==> src/rtl/vga_sync_timing.sv <==
// VGA raster timing: pixel-rate enable, x/y scan counters, sync pulses and blanked colour.
// hsync, vsync and rgb_out are registered together so they reach the connector aligned.
module vga_sync_timing #(
    parameter int unsigned CLK_DIV   = 4,
    parameter int unsigned H_DISPLAY = 640,
    parameter int unsigned H_FRONT   = 16,
    parameter int unsigned H_SYNC    = 96,
    parameter int unsigned H_BACK    = 48,
    parameter int unsigned V_DISPLAY = 480,
    parameter int unsigned V_FRONT   = 10,
    parameter int unsigned V_SYNC    = 2,
    parameter int unsigned V_BACK    = 33,
    parameter bit          SYNC_ACT  = 1'b0
) (
    input  logic        clk_100MHz,
    input  logic        reset,
    input  logic [11:0] rgb_in,
    output logic        pixel_tick,
    output logic [9:0]  x,
    output logic [9:0]  y,
    output logic        in_display_area,
    output logic        line_end,
    output logic        frame_end,
    output logic        hsync,
    output logic        vsync,
    output logic [11:0] rgb_out
);

    // Totals must stay <= 1024 so the 10-bit counters wrap exactly.
    localparam int unsigned H_TOTAL = H_DISPLAY + H_FRONT + H_SYNC + H_BACK;
    localparam int unsigned V_TOTAL = V_DISPLAY + V_FRONT + V_SYNC + V_BACK;
    localparam int unsigned DIV_W   = (CLK_DIV > 1) ? $clog2(CLK_DIV) : 1;

    localparam logic [DIV_W-1:0] DIV_LAST = DIV_W'(CLK_DIV - 1);
    localparam logic [9:0] H_LAST   = 10'(H_TOTAL - 1);
    localparam logic [9:0] V_LAST   = 10'(V_TOTAL - 1);
    localparam logic [9:0] H_VIS    = 10'(H_DISPLAY);
    localparam logic [9:0] V_VIS    = 10'(V_DISPLAY);
    localparam logic [9:0] HS_START = 10'(H_DISPLAY + H_FRONT);
    localparam logic [9:0] HS_END   = 10'(H_DISPLAY + H_FRONT + H_SYNC);
    localparam logic [9:0] VS_START = 10'(V_DISPLAY + V_FRONT);
    localparam logic [9:0] VS_END   = 10'(V_DISPLAY + V_FRONT + V_SYNC);

    logic [DIV_W-1:0] div_cnt;

    assign pixel_tick      = (div_cnt == DIV_LAST);
    assign in_display_area = (x < H_VIS) && (y < V_VIS);
    assign line_end        = pixel_tick && (x == H_LAST);
    assign frame_end       = line_end && (y == V_LAST);

    // Sync and colour are decoded from pre-increment counters, so they trail x/y by one pixel.
    always_ff @(posedge clk_100MHz) begin
        if (reset) begin
            div_cnt <= '0;
            x       <= '0;
            y       <= '0;
            hsync   <= ~SYNC_ACT;
            vsync   <= ~SYNC_ACT;
            rgb_out <= '0;
        end else begin
            div_cnt <= pixel_tick ? '0 : div_cnt + 1'b1;
            if (pixel_tick) begin
                if (x == H_LAST) begin
                    x <= '0;
                    y <= (y == V_LAST) ? '0 : y + 1'b1;
                end else begin
                    x <= x + 1'b1;
                end
                hsync   <= (x >= HS_START && x < HS_END) ? SYNC_ACT : ~SYNC_ACT;
                vsync   <= (y >= VS_START && y < VS_END) ? SYNC_ACT : ~SYNC_ACT;
                rgb_out <= in_display_area ? rgb_in : 12'h000;
            end
        end
    end

endmodule

==> config.mk <==
export PLATFORM = sky130hd
export DESIGN_NAME = vga_sync_timing
export DESIGN_NICKNAME = d
export VERILOG_FILES = /design/src/rtl/vga_sync_timing.sv
export SDC_FILE = /design/constraint.sdc
export NUM_CORES = 1
export LEC_CHECK = 0
export CAP_MARGIN = 40
export CORE_ASPECT_RATIO = 0.75
export CORE_UTILIZATION = 50
export CTS_BUF_LIST = sky130_fd_sc_hd__clkbuf_8
export CTS_CLUSTER_SIZE = 10
export DETAILED_ROUTE_END_ITERATION = 12
export GPL_ROUTABILITY_DRIVEN = 0
export PLACE_DENSITY = 0.86
export SLEW_MARGIN = 20
export SYNTH_ARGS = -nofsm -noshare
export SYNTH_HDL_FRONTEND = slang
export SYNTH_SLANG_ARGS = --single-unit
==> constraint.sdc <==
create_clock -name clk_100MHz -period 3.3 [get_ports clk_100MHz]
set_input_delay 0.66 -clock clk_100MHz [delete_from_list [all_inputs] [get_ports clk_100MHz]]
set_output_delay 0.66 -clock clk_100MHz [all_outputs]
set_load 0.02 [all_outputs]
==> reports/metrics.cfg <==
[synth]
synth_area_um2 = 1570
yosysTopAreaCell = dfxtp_1
synthTopCellsByArea = dfxtp_1, a22o_1, ha_1, nor2_1, xnor2_1
yosysTopAreaCellShare_pct = 45.9
yosysUniqueCellTypes = 35
synth_nets = 186
yosys_warnings = 0
ys_ff_latch = 36
ys_seq_area_share_pct = 45.9
syn_area_per_cell_um2 = 9.40
synthCells = 167

[cts]
cts_setup_buffers = 0
clkLatencyLatePin_ns = 0.28
postCtsHoldBufs = 0
cts_tree = done
clkSinkCount = 36
htree_levels = 2
cts-root-buf = clkbuf_8
clkSlewWorstSetupHoldPaths_ns = 0.07
cts_made_buffers = 5
clock_path_buffers = 2
cts_resized = 0

[die]
core_um2 = 2960
start_util_pct = 53.1
ios = 52
die_h_um = 50.5
num_rows = 17
dieArea_um2 = 3370
die_w_um = 66.7

[route]
vias = 1433
drc_errors = 0
dr.pass1.iters = 5
vias_per_cell = 5.53
antenna_left = 0
wl_um = 3870
drt_iter0_drc = 78
wl_per_cell_um = 14.9

[sta]
finalSetupTns_ns = 0
worst_pin_slew_ns = 0.593
fin_crit_sh_pct = 92.2
fin_crit_ns = 3.04
clock_skew_ns = 0.00459
rsz0062_at_grt = no
final-setup-viol-count = 0
hold_violations = 0
fmax_mhz = 329
maxSlewHeadroom_pct = 60.2
slew_viol_final = 0

[hold_path]
hp-class = reg2reg

[pwr]
clock_power_share_pct = 37.4
powerDensity_nw_per_um2 = 378
p_int_uw = 650
power_frac_comb_pct = 8.7
p_sw_share_pct = 22.3
pwr-share-seq_pct = 53.9
power.switching_uw = 186
total_power_uw = 836
p_leak_uw = 0.000791
peakVddDrop_mv = 0.416

[grt]
antenna_found_initial = 0
grt_max_degree = 15
grt_use_total_pct = 24.9
overflow = 0
grt_pass1_vias = 1241
grt_pass1_wl_um = 6140

[critical_path]
worstSetupPathType = reg2out
end_kind = primary output
cp-start-kind = flip-flop
required_ns = 2.64
crit_arrival_ns = 2.38
critical_path_peak_fanout = 14

[finish]
nets = 239
final_common_cell = clkdlybuf4s50_1
diodes = 0
fin_cells = 259
final_cell_mix = clkdlybuf4s50_1, dfxtp_1, nor2_1
drive_gt1_share_pct = 8.14
synthToLayoutAreaGrowth_pct = 40.8

[placed_design]
port_buffers = 51
dp_cells = 250
dp_hpwl_um = 2830

[job]
cap_violations = 0

[status]
status = finished clean

layer usage:
layer,track usage [%],vias up,wire length [um]
met5,0,-,0
met4,9.22,0,30
met3,7.27,4,248
met2,37.4,46,1850
met1,33.7,680,1740
li1,-,703,-
logic make-up after synthesis:
family / share of synthesized area (%)
compound gates: 15.2
simple gates: 24.2
buf+inv: 4.47
fa+ha+maj: 3.99
flops: 45.9
xor+xnor: 6.14
cell usage after synthesis, drive strengths merged:
library cell and instances:
a21oi 8, o311ai 1, and4 4, and3 1, nor4 1, nand3b 1
nor3 8, o32ai 1, and2 1, or2 1, nand4 6, nand2b 3
o31ai 1, xnor2 6, o21a 1, nor2 15, nor4b 1, nand2 9
inv 7, or4b 1, dfxtp 36, buf 3, ha 5, o21ai 6
nor4bb 1, or4 1, o21bai 1, clkbuf 6, xor2 5, a31oi 2
nand3 5, or3 7, a22o 12
sequential cells by signal (all words and copies together), names as in the netlist:
signal   count
rgb_out     12
x           10
y           10
div_cnt      2
hsync        1
vsync        1
power by group through the flow:
stage,registers [uW],logic (uW),clock network [uW]
global placement,460,69.0,0
detailed placement,461,71.3,0
global route,452,78.5,345
finish,451,73.0,313
CTS,451,71.9,320
floorplan,468,23.7,0
critical path, stage by stage (launching register included):
cell             delay [ns]
dfxtp_1                0.42
ha_1                   0.22
and4_1                 0.33
nand4_2                0.32
inv_1                  0.19
clkdlybuf4s50_1        0.62
final cells by class:
class,instances,area (um2)
flip-flops and latches,36,721
well taps,38,47.5
inverters,7,26.3
clock inverters,2,10.0
multi-input cells,115,785
fillers,206,747
repair buffers,55,538
clock buffers,6,82.6
stage by stage:
step / worst slack [ns] / hold slack (ns) / util, % / instance area [um2]
floorplan: 0.980 / 0.404 / - / 1570
global placement: 0.673 / 0.412 / 71.2 / 2100
detailed placement: 0.575 / 0.427 / 71.4 / 2110
CTS: 0.246 / 0.441 / 74.5 / 2200
global route: 0.0314 / 0.463 / 74.7 / 2210
finish: 0.258 / 0.438 / 74.7 / 2210
worst paths after layout:
path,start,to,slack [ns],cells after the start
hold reg to reg,div_cnt[0]$_SDFF_PP0_,div_cnt[0]$_SDFF_PP0_,0.44,1
hold / removal,div_cnt[0]$_SDFF_PP0_,div_cnt[0]$_SDFF_PP0_,0.44,1
setup reg to reg,x[0]$_SDFFE_PP0P_,y[7]$_SDFFE_PP0P_,1.20,5
setup / recovery,x[0]$_SDFFE_PP0P_,line_end,0.26,5
(Power assumes the default switching activity.)
